--- config.mk ---
export PLATFORM = sky130hd
export DESIGN_NAME = fetch_sequencer_flat
export DESIGN_NICKNAME = d
export VERILOG_FILES = /design/src/rtl/fetch_sequencer_if.sv /design/src/rtl/fetch_sequencer.sv /design/src/flat_wrapper.sv
export SDC_FILE = /design/constraint.sdc
export NUM_CORES = 1
export LEC_CHECK = 0
export BUFFER_PORTS_ARGS = -buffer_cell sky130_fd_sc_hd__buf_2
export CAP_MARGIN = 10
export CORE_MARGIN = 1
export CORE_UTILIZATION = 43
export DETAILED_ROUTE_END_ITERATION = 7
export GPL_ROUTABILITY_DRIVEN = 0
export PLACE_DENSITY = 0.75
export SETUP_SLACK_MARGIN = 0.2
export SLEW_MARGIN = 20
export SYNTH_ARGS = -nofsm -noshare
export SYNTH_HDL_FRONTEND = slang
export SYNTH_SLANG_ARGS = --single-unit
--- constraint.sdc ---
create_clock -name clk -period 2.3 [get_ports clk]
set_input_delay 0.46 -clock clk [delete_from_list [all_inputs] [get_ports clk]]
set_output_delay 0.46 -clock clk [all_outputs]
set_load 0.05 [all_outputs]
--- src/rtl/fetch_sequencer_if.sv ---
// ============================================================================
// Module      : fetch_sequencer_if
// Description : Instruction-memory, hazard-control and IF/ID bundle for
//               fetch_sequencer. FETCH_PERF_EN adds the performance counters.
// Revision    : 1.0 - initial release
// ============================================================================
`default_nettype none

interface fetch_sequencer_if;
    logic [31:0] imem_addr;
    logic [31:0] imem_instr;
    logic        stall;
    logic        redirect_valid;
    logic [31:0] redirect_target;
    logic [31:0] if_id_pc;
    logic [31:0] if_id_instr;
    logic        if_id_valid;
    logic        halted;
    logic [31:0] fetch_count;
`ifdef FETCH_PERF_EN
    logic [31:0] stall_cycles;
    logic [31:0] flush_count;
`endif

    modport master (
        output imem_addr,
        input  imem_instr,
        input  stall,
        input  redirect_valid,
        input  redirect_target,
        output if_id_pc,
        output if_id_instr,
        output if_id_valid,
        output halted,
`ifdef FETCH_PERF_EN
        output stall_cycles,
        output flush_count,
`endif
        output fetch_count
    );

    modport slave (
        input  imem_addr,
        output imem_instr,
        output stall,
        output redirect_valid,
        output redirect_target,
        input  if_id_pc,
        input  if_id_instr,
        input  if_id_valid,
        input  halted,
`ifdef FETCH_PERF_EN
        input  stall_cycles,
        input  flush_count,
`endif
        input  fetch_count
    );
endinterface

`default_nettype wire

--- src/rtl/fetch_sequencer.sv ---
// ============================================================================
// Module      : fetch_sequencer
// Description : RV32 instruction-fetch controller: PC, IF/ID register, stall,
//               redirect/flush and out-of-window halt. Optional macro
//               FETCH_PERF_EN adds stall_cycles / flush_count counters.
// Revision    : 1.0 - initial release
// ============================================================================
`default_nettype none

module fetch_sequencer #(
    parameter logic [31:0] RESET_PC = 32'h0000_0000,
    parameter logic [31:0] PC_LIMIT = 32'd84,
    parameter logic [31:0] NOP_WORD = 32'h0000_0013
) (
    input  wire logic           clk,
    input  wire logic           reset,
    fetch_sequencer_if.master   bus
);

    localparam logic [0:0] c_state_run  = 1'b0;
    localparam logic [0:0] c_state_halt = 1'b1;

    logic [0:0]  r_state;
    logic [31:0] r_pc;
    logic [31:0] r_if_id_pc;
    logic [31:0] r_if_id_instr;
    logic        r_if_id_valid;
    logic [31:0] r_fetch_count;
    logic [31:0] w_target;

    // Redirect targets are forced onto a word boundary.
    assign w_target = {bus.redirect_target[31:2], 2'b00};

    always_ff @(posedge clk) begin
        if (reset) begin
            r_state       <= c_state_run;
            r_pc          <= RESET_PC;
            r_if_id_pc    <= 32'd0;
            r_if_id_instr <= NOP_WORD;
            r_if_id_valid <= 1'b0;
            r_fetch_count <= 32'd0;
        end else if (bus.redirect_valid) begin
            r_pc          <= w_target;
            r_if_id_pc    <= 32'd0;
            r_if_id_instr <= NOP_WORD;
            r_if_id_valid <= 1'b0;
            r_state       <= (w_target > PC_LIMIT) ? c_state_halt : c_state_run;
        end else if (r_state == c_state_run && !bus.stall) begin
            if (r_pc > PC_LIMIT) begin
                r_state       <= c_state_halt;
                r_if_id_instr <= NOP_WORD;
                r_if_id_valid <= 1'b0;
            end else begin
                r_if_id_pc    <= r_pc;
                r_if_id_instr <= bus.imem_instr;
                r_if_id_valid <= 1'b1;
                r_pc          <= r_pc + 32'd4;
                r_fetch_count <= r_fetch_count + 32'd1;
            end
        end
    end

`ifdef FETCH_PERF_EN
    logic [31:0] r_stall_cycles;
    logic [31:0] r_flush_count;

    always_ff @(posedge clk) begin
        if (reset) begin
            r_stall_cycles <= 32'd0;
            r_flush_count  <= 32'd0;
        end else begin
            if (bus.redirect_valid) begin
                r_flush_count <= r_flush_count + 32'd1;
            end else if (r_state == c_state_run && bus.stall) begin
                r_stall_cycles <= r_stall_cycles + 32'd1;
            end
        end
    end

    assign bus.stall_cycles = r_stall_cycles;
    assign bus.flush_count  = r_flush_count;
`endif

    assign bus.imem_addr   = r_pc;
    assign bus.if_id_pc    = r_if_id_pc;
    assign bus.if_id_instr = r_if_id_instr;
    assign bus.if_id_valid = r_if_id_valid;
    assign bus.halted      = (r_state == c_state_halt);
    assign bus.fetch_count = r_fetch_count;

endmodule

`default_nettype wire

--- src/flat_wrapper.sv ---
// flat-port wrapper written by rule: the top's interface ports become plain ports
module fetch_sequencer_flat 
#(
    parameter logic [31:0] RESET_PC = 32'h0000_0000,
    parameter logic [31:0] PC_LIMIT = 32'd84,
    parameter logic [31:0] NOP_WORD = 32'h0000_0013
)
  (clk, reset, bus_imem_addr, bus_imem_instr, bus_stall, bus_redirect_valid, bus_redirect_target, bus_if_id_pc, bus_if_id_instr, bus_if_id_valid, bus_halted, bus_fetch_count);
  fetch_sequencer_if bus_i ();
  input  wire logic clk;
  input  wire logic reset;
  output wire logic [$bits(bus_i.imem_addr)-1:0] bus_imem_addr;
  input wire logic [$bits(bus_i.imem_instr)-1:0] bus_imem_instr;
  input wire logic [$bits(bus_i.stall)-1:0] bus_stall;
  input wire logic [$bits(bus_i.redirect_valid)-1:0] bus_redirect_valid;
  input wire logic [$bits(bus_i.redirect_target)-1:0] bus_redirect_target;
  output wire logic [$bits(bus_i.if_id_pc)-1:0] bus_if_id_pc;
  output wire logic [$bits(bus_i.if_id_instr)-1:0] bus_if_id_instr;
  output wire logic [$bits(bus_i.if_id_valid)-1:0] bus_if_id_valid;
  output wire logic [$bits(bus_i.halted)-1:0] bus_halted;
  output wire logic [$bits(bus_i.fetch_count)-1:0] bus_fetch_count;
  assign bus_imem_addr = bus_i.imem_addr;
  assign bus_i.imem_instr = bus_imem_instr;
  assign bus_i.stall = bus_stall;
  assign bus_i.redirect_valid = bus_redirect_valid;
  assign bus_i.redirect_target = bus_redirect_target;
  assign bus_if_id_pc = bus_i.if_id_pc;
  assign bus_if_id_instr = bus_i.if_id_instr;
  assign bus_if_id_valid = bus_i.if_id_valid;
  assign bus_halted = bus_i.halted;
  assign bus_fetch_count = bus_i.fetch_count;
  fetch_sequencer #(.RESET_PC(RESET_PC), .PC_LIMIT(PC_LIMIT), .NOP_WORD(NOP_WORD)) u_core (.clk(clk), .reset(reset), .bus(bus_i));
endmodule
==> Word level (Yosys, flattened, before mapping) <==
Cells that the tools add are included.
{ "word_totals": {"reg_bits": 130, "output_inout_bits": 130, "elab_cells": 33} }
{ "op_classes": {"addsub": 2, "magnitude_cmp": 2, "eq_ne": 1, "mux": 9, "bitwise": 3, "n_reduce_logical": 9} }
{ "op_table": {"columns": ["op", "n"], "rows": [
  ["two-way mux 32 bit", 4],
  ["> comparator 32 x 7 -> 1 bit (second input constant)", 2],
  ["adder 32 x 1 -> 32 bit (second input constant)", 1],
  ["adder 32 x 3 -> 32 bit (second input constant)", 1],
  ["AND reduction 2 bit", 3],
  ["two-way mux 1 bit", 5],
  ["nonzero test 2 bit", 2],
  ["inverter 1 bit", 3],
  ["AND reduction 3 bit", 1],
  ["!= test 2 bit (second input constant)", 1],
  ["OR reduction 2 bit", 1],
  ["logical AND 1 bit", 1],
  ["zero test 1 bit", 1]
]} }

==> Longest topological paths before layout <==
{ "logic_depth": {"ltp_word": 4, "mapped_depth": 10, "mapped_depth_nobuf": 7} }

==> Worst setup path after synthesis <==
OpenSTA, ideal clock, no wires.
{ "synth_path": {"path_kind": "flip-flop to flip-flop", "from": "reg u_core.r_fetch_count[2], in the netlist u_core.bus.fetch_count[2]", "to": "reg u_core.r_fetch_count[30], in the netlist u_core.bus.fetch_count[30]", "t_arrival_ps": 2684, "setup_slack_ps": -454, "path_stages_with_launch": 7, "path_buffers": 1, "path_cell_list": "dfxtp_1 -> nand4_1 -> or4_1 -> or4_4 -> buf_6 -> or4_1 -> a21oi_1"} }
{ "synth_via": {"elab_chain_cells": 1} }
{ "synth_rtl": {"columns": ["item", "line_no", "text"], "rows": [
  ["start: declaration", "fetch_sequencer.sv:28", "logic [31:0] r_fetch_count;"],
  ["start signal: assignment", "fetch_sequencer.sv:58", "r_fetch_count <= r_fetch_count + 32'd1;"],
  ["adder 32 x 1 -> 32 bit", "fetch_sequencer.sv:58", null]
]} }
No other way between the ends.
A chain may end at the register's enable or synchronous reset.

==> Final worst setup path <==
{ "layout_path": {"from": "reg u_core.r_fetch_count[1], in the netlist u_core.bus.fetch_count[1]", "to": "reg u_core.r_fetch_count[12], in the netlist u_core.bus.fetch_count[12]"} }
Same word-level chain as after synthesis.

==> out/metrics.yaml <==
run_status:
  status: "finished with violations"
  failed_checks: "negative setup slack"
clocking:
  clk_path_buf_depth: 2
  clkTransAtPathRegs_ps: 60
  clock_latency_ps: 520
  cts_tree: "done"
  htree_num_levels: 4
  cts_root_buffer: "clkbuf_8"
  cts.sinks: 126
  numCtsBuffers: 17
sta:
  rsz0062_at_grt: "yes"
  clock_skew_ps: 4.59
  hold_viol_final: 0
  final_max_slew_viol_count: 0
  timing.final.crit_share_pct: 103
  tns_ps: -310
  finalCriticalPeriod_ps: 2360
  setup_viol_count_final: 11
  clock.fmax_ghz: 0.424
  max_slew_margin_pct: 57.3
  hold_ws_ps: 163
  setup_ws_ps: -59.4
  worst_pin_slew_ps: 640
detailed_routing:
  wl_met1_um: 5870
  firstDrtPassIters: 5
  vias: 4952
  antenna_left: 0
  wl_met3_um: 940
  viasPerCell: 5.47
  drc: 0
  top_layer_used: "met4"
  drt_wl_total_um: 14100
  drt_iter0_drc: 364
  wl_met2_um: 7040
  wl_per_cell_um: 15.6
power_and_ir_drop:
  power_frac_seq_pct: 41.5
  cellPowerDensity_mw_per_mm2: 754
  pwr-share-clk_pct: 49.9
  max-vdd-ir-drop_mv: 0.565
  pwr-share-comb_pct: 8.6
  p_int_w: 0.00407
  report.power.total_w: 0.00540
  power.switching_w: 0.00133
  netSwitchingFraction_pct: 24.6
  p_leak_nw: 3.27
logic_synthesis:
  syn_avg_cell_area_um2: 9.18
  synthesis.area_mm2: 0.00485
  synth_cell_types: 40
  yosys_warnings: 0
  synthFlopType: "dfxtp_1"
  ys_seq_area_share_pct: 52.0
  synth_edf_count: 0
  postSynthCellCount: 528
  ys_ff_latch: 126
  ys_async_sr_fraction_pct: 0
global_routing:
  grt_pass1_vias: 4592
  grt_max_degree: 38
  overflow: 0
  grt_usage_pct: 23.2
  grt_first_pass_wirelength_um: 21400
  antenna_found_initial: 0
layout:
  final_cell_mix: "buf_2, dfxtp_1, nor2_1"
  diodes: 0
  register_area_mm2: 0.00263
  drive_above_1_share_pct: 46.4
  fin_nets: 824
  area_growth_syn_to_layout_pct: 47.7
  fillers: 898
  final_common_cell: "buf_2"
  fin_util_pct: 65.8
  multi_input_area_mm2: 0.00230
floorplanning:
  die_area_mm2: 0.0117
  start_util_pct: 44.5
  core_mm2: 0.0109
  chipHeight_um: 108
  die_w_um: 108
  rows: 38
  io_pins: 198
worst_setup_path:
  worstReg2RegEnd: "u_core.bus.fetch_count[12]$_SDFFE_PP0P_"
  required_ps: 2690
  rrSetupSlack_ps: -60
  cp_max_fo: 6
  cp_slowest_cell: "or4_4"
  cpMostUsedCell: "or4_4"
  arrival_ps: 2750
  r2r_start: "u_core.bus.fetch_count[1]$_SDFFE_PP0P_"
  reg2reg_depth: 8
  startpoint_type: "register"
  worst-setup-path-type: "reg -> reg"
  critical_path.max_stage_delay_ps: 600
  end_kind: "register"
  cp_cell_sequence: "ha_4, nand2_2, or4_4, or4_4, buf_2, buf_4, o21ai_1, a21oi_1"
placement:
  portBuffers: 191
  dp_hpwl_um: 9250
  place_ws_ps: -306
hold_path:
  hp-start: "bus_imem_instr[4]"
  hold-path-endpoint: "u_core.bus.if_id_instr[4]$_SDFFE_PP1P_"
  min_path_type: "in -> reg"
  hold_depth: 3
job:
  drv_cap: 0
cell usage after synthesis, types with 11 or more instances:
cell	instances	share of area, %
dfxtp_1	126	52
nor2_1	71	5.5
a21oi_1	35	3.6
nand2_1	32	2.5
clkbuf_1	30	2.3
a22oi_1	29	4.5
and3_1	27	3.5
mux2i_1	27	5.6
or3_1	17	2.2
nor4_1	14	1.8
o21ai_0	14	1.4
or4_1	14	2.2
nand3_1	13	1.3
inv_1	12	0.93
o31ai_1	11	1.7
per-stage QoR:
step	cell area, µm²	instances
after floorplan	5010	531
after global placement	6170	851
after detailed placement	6170	851
after CTS	6860	887
after global routing	7160	905
final	7160	905
registers in the layout, summed over array words and instances, names as in the netlist:
register                count
u_core.bus.fetch_count     32
u_core.bus.if_id_pc        30
u_core.bus.halted           1
u_core.bus.if_id_instr     32
u_core.bus.imem_addr       30
u_core.bus.if_id_valid      1
area by class of cell:
| class | instances | share of cell area, % |
|---|---|---|
| Inverter | 12 | 0.629 |
| Multi-Input combinational cell | 355 | 32.2 |
| Clock inverter | 11 | 1.78 |
| Sequential cell | 126 | 36.7 |
| Timing Repair Buffer | 240 | 19.6 |
| Tap cell | 140 | 2.45 |
| Clock buffer | 21 | 6.73 |
routing by layer:
layer,track usage (%),vias to the layer above
met5,0,-
met4,9.49,0
met3,7.78,24
met2,38.7,184
met1,27.2,2379
li1,-,2365
kinds of logic after synthesis:
family / share of synthesized area [%]
and+or+nand+nor: 22.2
other: 0.0774
adders and majority gates: 1.03
AOI/OAI and AO/OA: 13.2
buffers and inverters: 4.52
xor gates and xnor gates: 1.08
DFF: 52.0
muxes: 5.81
power by group through the flow:
| stage | Sequential (W) | Clock (W) | Combinational [W] |
|---|---|---|---|
| detailed placement | 0.00228 | 0 | 0.000431 |
| global placement | 0.00228 | 0 | 0.000424 |
| CTS | 0.00224 | 0.00274 | 0.000443 |
| finish | 0.00224 | 0.00269 | 0.000464 |
| global route | 0.00225 | 0.00285 | 0.000493 |
| floorplan | 0.00240 | 0 | 0.000156 |
worst max-delay path by stage:
stage | startpoint | end | slack, ps | depth (start not counted)
after floorplan | bus_redirect_valid | u_core.bus.fetch_count[30]$_SDFFE_PP0P_ | -170 | 6
after CTS | u_core.bus.halted$_SDFFE_PP0P_ | u_core.bus.fetch_count[28]$_SDFFE_PP0P_ | -70 | 5
final | u_core.bus.fetch_count[1]$_SDFFE_PP0P_ | u_core.bus.fetch_count[12]$_SDFFE_PP0P_ | -60 | 8
after global routing | u_core.bus.fetch_count[1]$_SDFFE_PP0P_ | u_core.bus.fetch_count[16]$_SDFFE_PP0P_ | -110 | 8
after detailed placement | bus_redirect_valid | u_core.bus.fetch_count[28]$_SDFFE_PP0P_ | -310 | 6
after global placement | bus_redirect_valid | u_core.bus.fetch_count[28]$_SDFFE_PP0P_ | -260 | 6
worst max-delay path: cells and delay by family, from the launching register on:
family	cells	cell delay [ps]
buffers and inverters	2	330
DFF	1	380
and+or+nand+nor	3	1140
adders and majority gates	1	150
AOI/OAI and AO/OA	2	240
what timing repair did:
action,4_1_cts,5_1_grt
pin swaps,2,19
resized for setup,8,31
hold buffers,0,0
setup buffers,4,13
cloned,0,5
setup endpoints to repair,79,32
(Power assumes the default switching activity.)
